===== config.mk =====
export PLATFORM = sky130hd
export DESIGN_NAME = loader_mem_sched_flat
export DESIGN_NICKNAME = d
export VERILOG_FILES = /design/src/rtl/loader_mem_sched_pkg.sv /design/src/rtl/loader_mem_sched_if.sv /design/src/rtl/loader_sched_fifo.sv /design/src/rtl/loader_mem_sched.sv /design/src/flat_wrapper.sv
export SDC_FILE = /design/constraint.sdc
export NUM_CORES = 1
export LEC_CHECK = 0
export CAP_MARGIN = 20
export CORE_UTILIZATION = 38
export DETAILED_ROUTE_END_ITERATION = 8
export HOLD_SLACK_MARGIN = 0.03
export PLACE_DENSITY = 0.87
export SLEW_MARGIN = 20
export SYNTH_ARGS = -nofsm -noshare
export SYNTH_HDL_FRONTEND = slang
export SYNTH_HIERARCHICAL = 1
export SYNTH_SLANG_ARGS = --single-unit

===== constraint.sdc =====
create_clock -name clk -period 4.9 [get_ports clk]
set_input_delay 0.49 -clock clk [delete_from_list [all_inputs] [get_ports clk]]
set_output_delay 0.49 -clock clk [all_outputs]
set_load 0.1 [all_outputs]

===== src/rtl/loader_mem_sched_pkg.sv =====
// Shared types for the loader write scheduler.
// Build option: LOADER_SCHED_FIFO_EN selects a 4-deep loader FIFO;
// without it a single holding register is used.
package loader_sched_pkg;

  // Width of the address field stored in each buffered entry.
  localparam int LDSCHED_ADDR_W = 22;

  // NES phase on which a write window is launched and on which its entry retires.
  localparam logic [1:0] LDSCHED_ISSUE_PHASE = 2'd3;

`ifdef LOADER_SCHED_FIFO_EN
  localparam int LDSCHED_DEPTH = 4;
`else
  localparam int LDSCHED_DEPTH = 1;
`endif

  typedef enum logic [1:0] {
    IDLE  = 2'd0,
    WAIT  = 2'd1,
    ISSUE = 2'd2
  } ldsched_state_t;

  typedef struct packed {
    logic [LDSCHED_ADDR_W-1:0] addr;
    logic [7:0]                data;
  } ld_entry_t;

endpackage


===== src/rtl/loader_mem_sched_if.sv =====
// Loader write port, CPU request port and SDRAM port-A bus of the scheduler.
// The master side is the loader/CPU/SDRAM environment; the slave side is the scheduler.
interface loader_mem_sched_if #(
  parameter int ADDR_W     = 22,
  parameter int MEM_ADDR_W = 25
);
  logic                  ld_wr;
  logic [ADDR_W-1:0]     ld_addr;
  logic [7:0]            ld_data;
  logic                  ld_ready;

  logic [ADDR_W-1:0]     cpu_addr;
  logic                  cpu_rd;
  logic                  cpu_wr;
  logic [7:0]            cpu_dout;

  logic [MEM_ADDR_W-1:0] mem_addr;
  logic [7:0]            mem_din;
  logic                  mem_we;
  logic                  mem_oe;

  modport master (
    output ld_wr, ld_addr, ld_data, cpu_addr, cpu_rd, cpu_wr, cpu_dout,
    input  ld_ready, mem_addr, mem_din, mem_we, mem_oe
  );

  modport slave (
    input  ld_wr, ld_addr, ld_data, cpu_addr, cpu_rd, cpu_wr, cpu_dout,
    output ld_ready, mem_addr, mem_din, mem_we, mem_oe
  );
endinterface


===== src/rtl/loader_sched_fifo.sv =====
// Parameterised-depth synchronous FIFO with occupancy count.
// A push while full is accepted only when a pop happens in the same clock
// (the pop frees the slot first). Full/empty are registered so the
// loader-side ready needs no combinational path from the count.
module loader_sched_fifo #(
  parameter int DEPTH = 4,
  parameter int W     = 30,
  localparam int CNT_W = $clog2(DEPTH + 1)
) (
  input  logic             clk,
  input  logic             rst_n,
  input  logic             push,
  input  logic             pop,
  input  logic [W-1:0]     wdata,
  output logic [W-1:0]     rdata,
  output logic [CNT_W-1:0] count,
  output logic             full,
  output logic             drop
);
  localparam int PTR_W = (DEPTH > 1) ? $clog2(DEPTH) : 1;
  localparam logic [PTR_W-1:0] LAST_PTR = PTR_W'(DEPTH - 1);
  localparam logic [CNT_W-1:0] FULL_CNT = CNT_W'(DEPTH);

  logic [W-1:0]     mem [DEPTH];
  logic [PTR_W-1:0] wr_ptr, rd_ptr;
  logic [CNT_W-1:0] count_nxt;
  logic             empty;
  logic             do_push, do_pop;

  assign do_pop  = pop & ~empty;
  assign do_push = push & (~full | do_pop);
  assign drop    = push & full & ~do_pop;

  // An empty FIFO presents zero at its head rather than stale storage.
  assign rdata = empty ? '0 : mem[rd_ptr];

  // Next occupancy from this clock's accepted push/pop.
  always_comb begin
    count_nxt = count;
    case ({do_push, do_pop})
      2'b10:   count_nxt = count + 1'b1;
      2'b01:   count_nxt = count - 1'b1;
      default: count_nxt = count;
    endcase
  end

  // Entry storage; deliberately not reset.
  always_ff @(posedge clk) begin
    if (do_push) mem[wr_ptr] <= wdata;
  end

  // Pointers, count and registered full/empty flags.
  always_ff @(posedge clk or negedge rst_n) begin
    if (!rst_n) begin
      wr_ptr <= '0;
      rd_ptr <= '0;
      count  <= '0;
      full   <= 1'b0;
      empty  <= 1'b1;
    end else begin
      if (do_push) wr_ptr <= (wr_ptr == LAST_PTR) ? '0 : wr_ptr + 1'b1;
      if (do_pop)  rd_ptr <= (rd_ptr == LAST_PTR) ? '0 : rd_ptr + 1'b1;
      count <= count_nxt;
      full  <= (count_nxt == FULL_CNT);
      empty <= (count_nxt == '0);
    end
  end
endmodule


===== src/rtl/loader_mem_sched.sv =====
// Loader write scheduler and SDRAM port-A arbiter.
// Buffered loader bytes are written as 4-clock windows aligned to NES phase
// 0..3; while loading is active the loader owns port A, otherwise the CPU
// request passes straight through.
// Build option: LOADER_SCHED_FIFO_EN (4-deep buffer; default is one entry).
//
// state | meaning
// IDLE  | nothing buffered, no window in progress
// WAIT  | entry buffered, waiting for NES phase 3 to launch a window
// ISSUE | write window active (phases 0..3); head retires on phase 3
module loader_mem_sched
  import loader_sched_pkg::*;
#(
  parameter int ADDR_W     = 22,
  parameter int MEM_ADDR_W = 25
) (
  input  logic               clk,
  input  logic               reset_n,
  input  logic [1:0]         nes_ce,
  input  logic               downloading,
  input  logic               loader_busy,
  loader_mem_sched_if.slave  bus,
  output logic [2:0]         pending,
  output logic               overflow
);
  localparam int CNT_W = $clog2(LDSCHED_DEPTH + 1);

  ldsched_state_t   state;
  logic             we_q;
  logic             dl_q;
  ld_entry_t        wr_entry, head;
  logic [CNT_W-1:0] fifo_cnt;
  logic             fifo_full, drop;
  logic             pop, push_ok, more_left, ld_mode;

  assign wr_entry = {LDSCHED_ADDR_W'(bus.ld_addr[ADDR_W-1:0]), bus.ld_data};

  loader_sched_fifo #(
    .DEPTH (LDSCHED_DEPTH),
    .W     ($bits(ld_entry_t))
  ) u_fifo (
    .clk   (clk),
    .rst_n (reset_n),
    .push  (bus.ld_wr),
    .pop   (pop),
    .wdata (wr_entry),
    .rdata (head),
    .count (fifo_cnt),
    .full  (fifo_full),
    .drop  (drop)
  );

  assign bus.ld_ready = ~fifo_full;
  assign pending      = 3'(fifo_cnt);

  assign pop       = (state == ISSUE) && (nes_ce == LDSCHED_ISSUE_PHASE);
  assign push_ok   = bus.ld_wr & ~drop;
  // The popped entry is still counted, so anything beyond it (or a push in
  // the same clock) means another window follows without a gap.
  assign more_left = (fifo_cnt != CNT_W'(1)) | push_ok;

  assign ld_mode = downloading | loader_busy | (fifo_cnt != '0) | (state != IDLE);

  // Window sequencer; mem_we for loader writes is registered here.
  always_ff @(posedge clk or negedge reset_n) begin
    if (!reset_n) begin
      state <= IDLE;
      we_q  <= 1'b0;
    end else begin
      case (state)
        IDLE: begin
          if (fifo_cnt != '0) state <= WAIT;
        end
        WAIT: begin
          if (nes_ce == LDSCHED_ISSUE_PHASE) begin
            state <= ISSUE;
            we_q  <= 1'b1;
          end
        end
        ISSUE: begin
          if (pop && !more_left) begin
            state <= IDLE;
            we_q  <= 1'b0;
          end
        end
        default: begin
          state <= IDLE;
          we_q  <= 1'b0;
        end
      endcase
    end
  end

  // Sticky drop flag; cleared by a new download starting, but a drop wins.
  always_ff @(posedge clk or negedge reset_n) begin
    if (!reset_n) begin
      dl_q     <= 1'b0;
      overflow <= 1'b0;
    end else begin
      dl_q <= downloading;
      if (drop)                     overflow <= 1'b1;
      else if (downloading && !dl_q) overflow <= 1'b0;
    end
  end

  // Port-A mux: loader head during loading, CPU pass-through otherwise.
  always_comb begin
    bus.mem_addr = MEM_ADDR_W'(bus.cpu_addr);
    bus.mem_din  = bus.cpu_dout;
    bus.mem_we   = bus.cpu_wr;
    bus.mem_oe   = bus.cpu_rd;
    if (ld_mode) begin
      bus.mem_addr = MEM_ADDR_W'(head.addr);
      bus.mem_din  = head.data;
      bus.mem_we   = we_q;
      bus.mem_oe   = 1'b0;
    end
  end
endmodule


===== src/flat_wrapper.sv =====
// flat-port wrapper written by rule: the top's interface ports become plain ports
module loader_mem_sched_flat import loader_sched_pkg::*;
#(
  parameter int ADDR_W     = 22,
  parameter int MEM_ADDR_W = 25
)
  (clk, reset_n, nes_ce, downloading, loader_busy, pending, overflow, bus_ld_wr, bus_ld_addr, bus_ld_data, bus_cpu_addr, bus_cpu_rd, bus_cpu_wr, bus_cpu_dout, bus_ld_ready, bus_mem_addr, bus_mem_din, bus_mem_we, bus_mem_oe);
  loader_mem_sched_if #(.ADDR_W(ADDR_W), .MEM_ADDR_W(MEM_ADDR_W)) bus_i ();
  input  logic clk;
  input  logic reset_n;
  input  logic [1:0] nes_ce;
  input  logic downloading;
  input  logic loader_busy;
  output logic [2:0] pending;
  output logic overflow;
  input wire logic [$bits(bus_i.ld_wr)-1:0] bus_ld_wr;
  input wire logic [$bits(bus_i.ld_addr)-1:0] bus_ld_addr;
  input wire logic [$bits(bus_i.ld_data)-1:0] bus_ld_data;
  input wire logic [$bits(bus_i.cpu_addr)-1:0] bus_cpu_addr;
  input wire logic [$bits(bus_i.cpu_rd)-1:0] bus_cpu_rd;
  input wire logic [$bits(bus_i.cpu_wr)-1:0] bus_cpu_wr;
  input wire logic [$bits(bus_i.cpu_dout)-1:0] bus_cpu_dout;
  output wire logic [$bits(bus_i.ld_ready)-1:0] bus_ld_ready;
  output wire logic [$bits(bus_i.mem_addr)-1:0] bus_mem_addr;
  output wire logic [$bits(bus_i.mem_din)-1:0] bus_mem_din;
  output wire logic [$bits(bus_i.mem_we)-1:0] bus_mem_we;
  output wire logic [$bits(bus_i.mem_oe)-1:0] bus_mem_oe;
  assign bus_i.ld_wr = bus_ld_wr;
  assign bus_i.ld_addr = bus_ld_addr;
  assign bus_i.ld_data = bus_ld_data;
  assign bus_i.cpu_addr = bus_cpu_addr;
  assign bus_i.cpu_rd = bus_cpu_rd;
  assign bus_i.cpu_wr = bus_cpu_wr;
  assign bus_i.cpu_dout = bus_cpu_dout;
  assign bus_ld_ready = bus_i.ld_ready;
  assign bus_mem_addr = bus_i.mem_addr;
  assign bus_mem_din = bus_i.mem_din;
  assign bus_mem_we = bus_i.mem_we;
  assign bus_mem_oe = bus_i.mem_oe;
  loader_mem_sched #(.ADDR_W(ADDR_W), .MEM_ADDR_W(MEM_ADDR_W)) u_core (.clk(clk), .reset_n(reset_n), .nes_ce(nes_ce), .downloading(downloading), .loader_busy(loader_busy), .bus(bus_i), .pending(pending), .overflow(overflow));
endmodule

* After elaboration in Yosys (flattened, before gate mapping)
Memory sizes are Yosys's and may differ from the RTL's. Cells that the tools add are included.
Operators by class: bitwise logic cells 16, reduce and logical (&&, ||, !) cells 10, add/sub/neg operators 2, multiplexer cells 17, eq/ne operators 8
Operator list (count):
- two-way mux 30 bit | 1
- two-way mux 22 bit | 1
- two-way mux 1 bit | 8
- two-way mux 8 bit | 1
- equality test 2 bit (second input constant) | 3
- two-way mux 2 bit | 3
- inverter 1 bit | 6
- case mux 2 bit (3 select lines) | 1
- AND reduction 3 bit | 2
- bitwise AND 1 bit | 5
- OR 1 bit | 5
- equality test 2 x 1 -> 1 bit (second input constant) | 2
- != test 2 bit (second input constant) | 2
- nonzero test 2 bit | 2
- logical AND 1 bit | 3
- case mux 1 bit (3 select lines) | 1
- logical NOT 1 bit | 2
- logical NOT 2 bit | 1
- != test 2 x 1 -> 1 bit (second input constant) | 1
- case mux 1 bit (2 select lines) | 1
- adder 1 bit (second input constant) | 1
- subtractor 1 bit (second input constant) | 1
Word-level totals: input bits 69, output and inout bits 40, memory bits (writable) 30, memories kept 1, flip-flop bits (word level) 7, logic and storage cells 60
Memory list:
- u_core.u_fifo.mem | words 1, bits a word 30, read ports 1, clocked after memory_dff 0, wr ports 1, line loader_sched_fifo.sv:24 | logic [W-1:0] mem [DEPTH];

* Depth between registers and ports, before layout
Gate-level depths: netlist of the first run.
depth in word-level cells 12, gate-level depth with buffers 7, mapped depth without buffers 7

* Modules after synthesis
The synthesis of the first run kept the hierarchy.
Modules (own cells, without submodules):
- loader_sched_fifo | area each 1228.7 µm², seq. area each 952.2 µm², cells an instance 74, times used 1
- loader_mem_sched | area each 675.6 µm², seq. area each 125.1 µm², cells an instance 65, times used 1

* Worst setup path after synthesis of the first run
Ideal clock, no wire load.
kind flip-flop to flip-flop, from register u_core.state[0], to memory u_core.u_fifo.mem[0][0], enable pin, path buffers 0, data required time 4.436 ns, period minus slack after synthesis 3.411 ns, cell stages (with the launch flop) 5, setup slack 1.489 ns, setup time 0.464 ns, arrival 2.948 ns, cell sequence dfrtp_1 nand2b_1 nor2_1 nand2b_1 a21boi_0
Between the ends: longest elaborated chain between the ends 7
RTL lines:
- start, declared | line loader_mem_sched.sv:28 | ldsched_state_t state;
- start signal, assigned | line loader_mem_sched.sv:67 | state <= IDLE;
- start signal, assigned | line loader_mem_sched.sv:72 | if (fifo_cnt != '0) state <= WAIT;
- start signal, assigned | line loader_mem_sched.sv:76 | state <= ISSUE;
- equality test 2 bit | line loader_mem_sched.sv:56 | assign pop = (state == ISSUE) && (nes_ce == LDSCHED_ISSUE_PHASE);
- logical AND 1 bit | line loader_mem_sched.sv:56
- via u_core.pop | line loader_mem_sched.sv:34 | logic pop, push_ok, more_left, ld_mode;
- bitwise AND 1 bit | line loader_sched_fifo.sv:30 | assign do_pop = pop & ~empty;
- OR 1 bit | line loader_sched_fifo.sv:31 | assign do_push = push & (~full | do_pop);
- bitwise AND 1 bit | line loader_sched_fifo.sv:31
- via u_core.u_fifo.do_push | line loader_sched_fifo.sv:28 | logic do_push, do_pop;
- two-way mux 1 bit | line loader_sched_fifo.sv:49 | if (do_push) mem[wr_ptr] <= wdata;
- two-way mux 1 bit (implied by the code) | line loader_sched_fifo.sv:49
- end, declared | line loader_sched_fifo.sv:24
The timed path passes the listed nets, and every way through them passes these cells.

* Worst setup path after layout of the first run
from input downloading, to output bus_mem_addr[18]
Between the ends: longest elaborated chain between the ends 4
RTL lines:
- start, declared | line flat_wrapper.sv:12 | input logic downloading;
- OR 1 bit (3 in a row) | line loader_mem_sched.sv:62 | assign ld_mode = downloading | loader_busy | (fifo_cnt != '0) | (state != IDLE);
- two-way mux 22 bit | line loader_mem_sched.sv:112 | if (ld_mode) begin
- end, declared | line flat_wrapper.sv:24 | output wire logic [$bits(bus_i.mem_addr)-1:0] bus_mem_addr;
No other way between the ends.

==> impl_results.md, run 1 <==
* Initial antenna violation count at 0
* Final-report max-slew violation count at 0
* Footprint of the multi-input gates at 737 um^2
* Worst-path cell chain: clkdlybuf4s50_1 -> nor4b_4 -> buf_4 -> mux2_2 -> clkdlybuf4s50_1
* Fin nets at 310
* Final setup margin at 1.43 ns
* Period utilisation layout at 70.8%
* Arrival time at the worst endpoint at 2.98 ns
* GR Util met3 at 5.80%
* HPWL after DPL at 3070 um
* Final Setup Violations at 0
* Synth Instances at 139
* Clk buf depth at 2
* Clock root cell: clkbuf_8
* Synth area leader: edfxtp_1
* GRT busiest layer: met2
* Final min period at 3.47 ns
* CP max-delay cell: clkdlybuf4s50_1
* Initial drt markers at 66
* Synth Cell Area at 1900 um^2
* Fillers at 395
* Clock-pin slew on the worst setup and hold paths at 0.07 ns
* Per-cell routed wire length at 13.1 um
* Vias in the first global route at 1398
* CTS tree: yes
* DR vias at 1396
* First-pass GRT wire length at 6090 um
* Critical Path RT at 4.41 ns
* Hold Fails Final Rpt at 0
* PortBufs at 103
* Fmax at 0.288 GHz
* Post-synth top area share at 47.3%
* Final hold slack at 0.461 ns
* Layout cells sized above 1 at 23.1%
* Maximum vdd drop at 0.145 mV
* CTS Buf Count at 5
* Row count at 25
* Slowest cell delay on critical path at 1.13 ns
* GRT Util Overall at 15.9%
* Post-route setup TNS at 0 ns
* Outcome: finished clean
* Crit Path Category: in2out
* Clock latency on the worst-skew pair at 0.28 ns
* # DRC at 0
* Register area share after synthesis at 56.6%
* Maxcap violations at 0
* Top post-synthesis cells by area: edfxtp_1 (47%), mux2_2 (17%), nor2b_1 (9.9%)
* Grt met1 use at 15.6%
* RePlAce Congestion at 0.754
* Area growth from synthesis to layout at 57.8%
* Vias per cell at 4.52
* Yosys warns at 6
* Largest net degree at the start of global routing at 33
* Startpoint Class: primary input
* Post-route ant nets at 0
* Hold Crit Class: in2async
* Die width at 72.8 um
* Ant. Diodes at 0
* CTS Hold Bufs at 0
* Clock Skew at 0.00587 ns
* Crit Path Max Fanout at 32
* Crit end category: output port
* Htree depth at 2
* PostCTS Resize Cnt at 0
* Core box area at 4790 um^2
* CP top delay family: buffers and inverters
* DIE AREA at 5300 um^2
* Worst Tran Pin Value at 0.976 ns
* Synth Register Bits at 37
* LEAKAGE at 1.11 nW
* Initial Util at 39.8%
* Cell mode on critical path: clkdlybuf4s50_1
* Total Routed Length at 4060 um
* RSZ-0062 raised after global routing: no
* Met2 usage at 30.2%
* Clk sinks at 37
* Synth cell types at 28
* Pre-antenna DRT Iters at 4
* Slew HR at 34.7%
* WP buf/inv at 3
* Post-Place Worst Slack at 1.41 ns
* GR Overflow Total at 0
* FF/Latch Area at 1080 um^2
* # Post-CTS Setup Buffers at 0
* Die height at 72.8 um
* Ports at 109
* Synthesized area per cell at 13.7 um^2
* PnR Total Power at 0.793 mW
* PwrDens at 264 nW/um^2
## sequential cells by signal, indices dropped and copies added (netlist names)
name                 flops
u_core/u_fifo/mem       30
u_core/state             2
u_core/dl_q              1
u_core/overflow          1
u_core/u_fifo/empty      1
u_core/u_fifo/full       1
u_core/we_q              1
## cell usage in the layout, fill, tap and decap left out, types with 2 or more instances in the layout
| cell | netlist | layout |
|---|---|---|
| clkdlybuf4s50_1 | 0 | 88 |
| nor2b_1 | 30 | 30 |
| edfxtp_1 | 30 | 30 |
| mux2_2 | 29 | 29 |
| buf_4 | 7 | 16 |
| clkbuf_8 | 0 | 6 |
| dfrtp_1 | 6 | 6 |
| conb_1 | 1 | 5 |
| inv_1 | 4 | 4 |
| nor2_1 | 3 | 3 |
| nand2b_1 | 3 | 3 |
| clkbuf_1 | 0 | 2 |
| mux2_1 | 2 | 2 |
| nand2_1 | 2 | 2 |
| o21ai_0 | 2 | 2 |
## cell usage after synthesis
cell type  number
mux2i_1         1
nand2b_1        3
and2_1          1
a311oi_1        1
inv_1           4
nor4b_4         1
dfstp_2         1
nor2_1          3
a21oi_1         1
conb_1          1
nand3_1         1
nand2_1         2
dfrtp_1         6
o311ai_0        1
buf_4           7
xor2_1          1
mux2_4          1
buf_2           3
buf_6           3
edfxtp_1       30
o21ai_0         2
a21boi_0        1
nor2b_1        30
and3_1          1
mux2_2         29
mux2_1          2
nand4b_1        1
nor2b_2         1
## per-layer routing
| metal | share of wire, % | wire [um] | vias to the layer above |
|---|---|---|---|
| met5 | 0 | 0 | - |
| li1 | - | - | 678 |
| met3 | 8.1 | 329 | 4 |
| met2 | 54 | 2190 | 65 |
| met1 | 37 | 1510 | 649 |
| met4 | 0.71 | 29 | 0 |
## final timing paths
| path | from | end | slack (ns) | depth (start not counted) |
|---|---|---|---|---|
| max reg2reg | u_core/state[0] | u_core/u_fifo/mem[0][28] | 2.89 | 4 |
| min | reset_n | u_core/dl_q | 0.46 | 1 |
| min in group clk | u_core/dl_q | u_core/overflow | 0.50 | 2 |
| min reg2reg | u_core/dl_q | u_core/overflow | 0.50 | 2 |
| max | downloading | bus_mem_addr[18] | 1.43 | 5 |
| max in group asynchronous | reset_n | u_core/u_fifo/empty | 4.15 | 1 |
## stage by stage
stage / util, % / cell area [um^2] / instances
floorplan: - / 1920 / 143
global placement: 60.9 / 2910 / 301
detailed placement: 60.9 / 2910 / 301
CTS: 62.8 / 3000 / 309
global route: 62.8 / 3000 / 309
finish: 62.8 / 3000 / 309
## worst register-to-register path, cell delays in order (launching register included)
cell,delay [ns]
dfrtp_1,0.42
nand2b_1,0.17
nor2_1,0.14
nand2b_1,0.13
a21boi_4,0.77
## area by class of cell
cell class | count | share of cell area, %
well taps | 67 | 2.79
multi-input cells | 89 | 24.5
repair buffers | 104 | 33.3
flip-flops and latches | 37 | 35.9
clock buffers | 8 | 3.00
inverters | 4 | 0.500
## report_power, final
part           leakage [nW]  internal (mW)  total, mW  switching (mW)
sequential            0.346          0.354      0.364          0.0106
clock                0.0455          0.115      0.211          0.0961
combinational         0.715         0.0827      0.218           0.135
## logic make-up (layout without fill, tap and decap cells)
logic type	Yosys count	count (layout)	synth area share, %
compound gates	6	6	2.10
xor+xnor	1	1	0.460
buf+inv	17	116	6.11
flops	37	37	56.6
mux	33	33	19.6
other cells	1	5	0.197
simple gates	44	44	14.9
Power figures use the tool's default switching activity.
==> run 2: changes to the inputs <==
clock period = 3.4 ns   (was 4.9 ns; I/O delays follow)
==> run 2 against run 1 <==
  * Core utilization is 8.0 points higher
  * Sequential share of layout area is 4.1 points lower
  * First-iteration DRC count is 65% lower
==> impl_results.md, run 2 (synthesis gave the netlist of run 1 again) <==
* Outcome: finished clean
* Clock latency on the worst-skew pair at 0.27 ns (about the same)
* PwrDens at 360 nW/um^2 (+36%)
* Placed cells at 303 (+0.66%)
* Die height at 72.8 um (unchanged)
* Vias per cell at 4.54 (+0.57%)
* # Post-CTS Setup Buffers at 0 (unchanged)
* Core box area at 4790 um^2 (unchanged)
* PostCTS Resize Cnt at 0 (unchanged)
* GRT Util Overall at 16.6% (+0.75 points)
* Top Registers: u_core/u_fifo/mem: 30 flops, u_core/state: 2 flops
* Initial drt markers at 23 (-65%)
* Crit Path Max Fanout at 32 (unchanged)
* CTS tree: yes
* Slew HR at 35.1% (+0.36 points)
* RSZ-0062 raised after global routing: no
* PortBufs at 103 (unchanged)
* CTS Buf Count at 5 (unchanged)
* First-pass GRT wire length at 6600 um (+8.3%)
* DR vias at 1413 (+1.2%)
* RePlAce Congestion at 0.757 (+0.40%)
* Max reg flops at 30 (unchanged)
* Clock Skew at 0.00491 ns (-0.000959 ns)
* Post-route cell area at 3390 um^2 (+13%)
* Post-Place Worst Slack at 0.988 ns (-0.424 ns)
* GR Overflow Total at 0 (unchanged)
* Pre-antenna DRT Iters at 4 (unchanged)
* Hold Crit Class: in2async
* Worst Tran Pin Value at 0.971 ns (-0.00538 ns)
* Maximum vdd drop at 0.301 mV (+110%)
* Per-cell routed wire length at 13.6 um (+3.5%)
* Clock root cell: clkbuf_8
* Post-route ant nets at 0 (unchanged)
* LEAKAGE at 1.29 nW (+16%)
* Final setup margin at 0.901 ns (-0.529 ns)
* Vias in the first global route at 1473 (+5.4%)
* Clock-pin slew on the worst setup and hold paths at 0.07 ns (about the same)
* Fmax at 0.400 GHz
* Htree depth at 2 (unchanged)
* # DRC at 0 (unchanged)
* Final min period at 2.50 ns
* Ant. Diodes at 0 (unchanged)
* Largest net degree at the start of global routing at 33 (unchanged)
* CTS Hold Bufs at 0 (unchanged)
* Die width at 72.8 um (unchanged)
* Fin nets at 312 (+0.65%)
* Hold Fails Final Rpt at 0 (unchanged)
* PnR Total Power at 1.22 mW (+54%)
* Commonest cells after routing, fill and taps aside: clkdlybuf4s50_1 (71), buf_12 (32), nor2b_1 (30), edfxtp_1 (30), mux2_2 (29)
* Layout cells sized above 1 at 31.6% (+8.4 points)
* HPWL after DPL at 3350 um (+9.3%)
* Initial antenna violation count at 0 (unchanged)
* Critical Path RT at 3.06 ns (-1.35 ns)
* Initial Util at 39.8% (unchanged)
* Most common cell after layout, fill and taps aside: clkdlybuf4s50_1
* Crit end category: output port
* Most flops, register: u_core/u_fifo/mem
* Final Util at 70.8% (+8.0 points)
* Final non-filler cell total at 311 (+0.65%)
* Total Routed Length at 4230 um (+4.1%)
* Maxcap violations at 0 (unchanged)
* Arrival time at the worst endpoint at 2.16 ns (-0.82 ns)
* Area growth from synthesis to layout at 77.9%
* Dpl cell area at 3290 um^2 (+13%)
* Ports at 109 (unchanged)
* Post-route setup TNS at 0 ns (unchanged)
* Startpoint Class: register
* Row count at 25 (unchanged)
* Clk sinks at 37 (unchanged)
* DIE AREA at 5300 um^2 (unchanged)
* Period utilisation layout at 73.5%
* Final hold slack at 0.330 ns (-0.131 ns)
* Crit Path Category: reg2out
* Final-report max-slew violation count at 0 (unchanged)
* Final Setup Violations at 0 (unchanged)
* Clk buf depth at 2 (unchanged)
-- run 2: changes by cell type in the layout (fill, tap and decap cells not counted), sizes merged --
cell           before  now
clkbuf              8    7
buf                16   35
clkinv              0    1
clkdlybuf4s50      88   71
-- run 2: final cells by class --
cell class,count,area [um^2]
Inverter,4,15.0
Clock inverter,1,5.00
Sequential cell,37,1080
Tap cell,67,83.8
Fill cell,342,1400
Multi-Input combinational cell,89,737
Clock buffer,7,96.3
Timing Repair Buffer,106,1370
-- run 2: path summary, 6_finish.rpt --
kind / startpoint / endpoint / slack, ns / cells after the start
max: u_core/u_fifo/full / bus_mem_addr[5] / 0.90 / 5
min: reset_n / u_core/dl_q / 0.33 / 1
max reg2reg: u_core/u_fifo/empty / u_core/we_q / 1.61 / 5
min reg2reg: u_core/dl_q / u_core/overflow / 0.48 / 2
max in group asynchronous: reset_n / u_core/u_fifo/empty / 2.78 / 1
min in group clk: u_core/dl_q / u_core/overflow / 0.48 / 2
-- run 2: worst max-delay path, stage by stage (launching register included) --
cell,delay [ns]
dfrtp_1,0.49
nor2_1,0.18
nor4b_4,0.21
buf_4,0.41
mux2_2,0.42
buf_12,0.17
-- run 2: report_power, final --
| part | internal (mW) | switching (mW) | total [mW] |
|---|---|---|---|
| combinational | 0.159 | 0.206 | 0.366 |
| sequential | 0.509 | 0.0165 | 0.526 |
| clock | 0.183 | 0.144 | 0.327 |
-- run 2: metal layers --
metal | vias to the layer above | part of all wire [%] | global-route usage [%]
met1 | 662 | 37 | 17.4
met3 | 6 | 7.1 | 5.11
met5 | - | 0 | 0
met4 | 0 | 1.1 | 5.23
li1 | 683 | - | -
met2 | 62 | 55 | 31.6
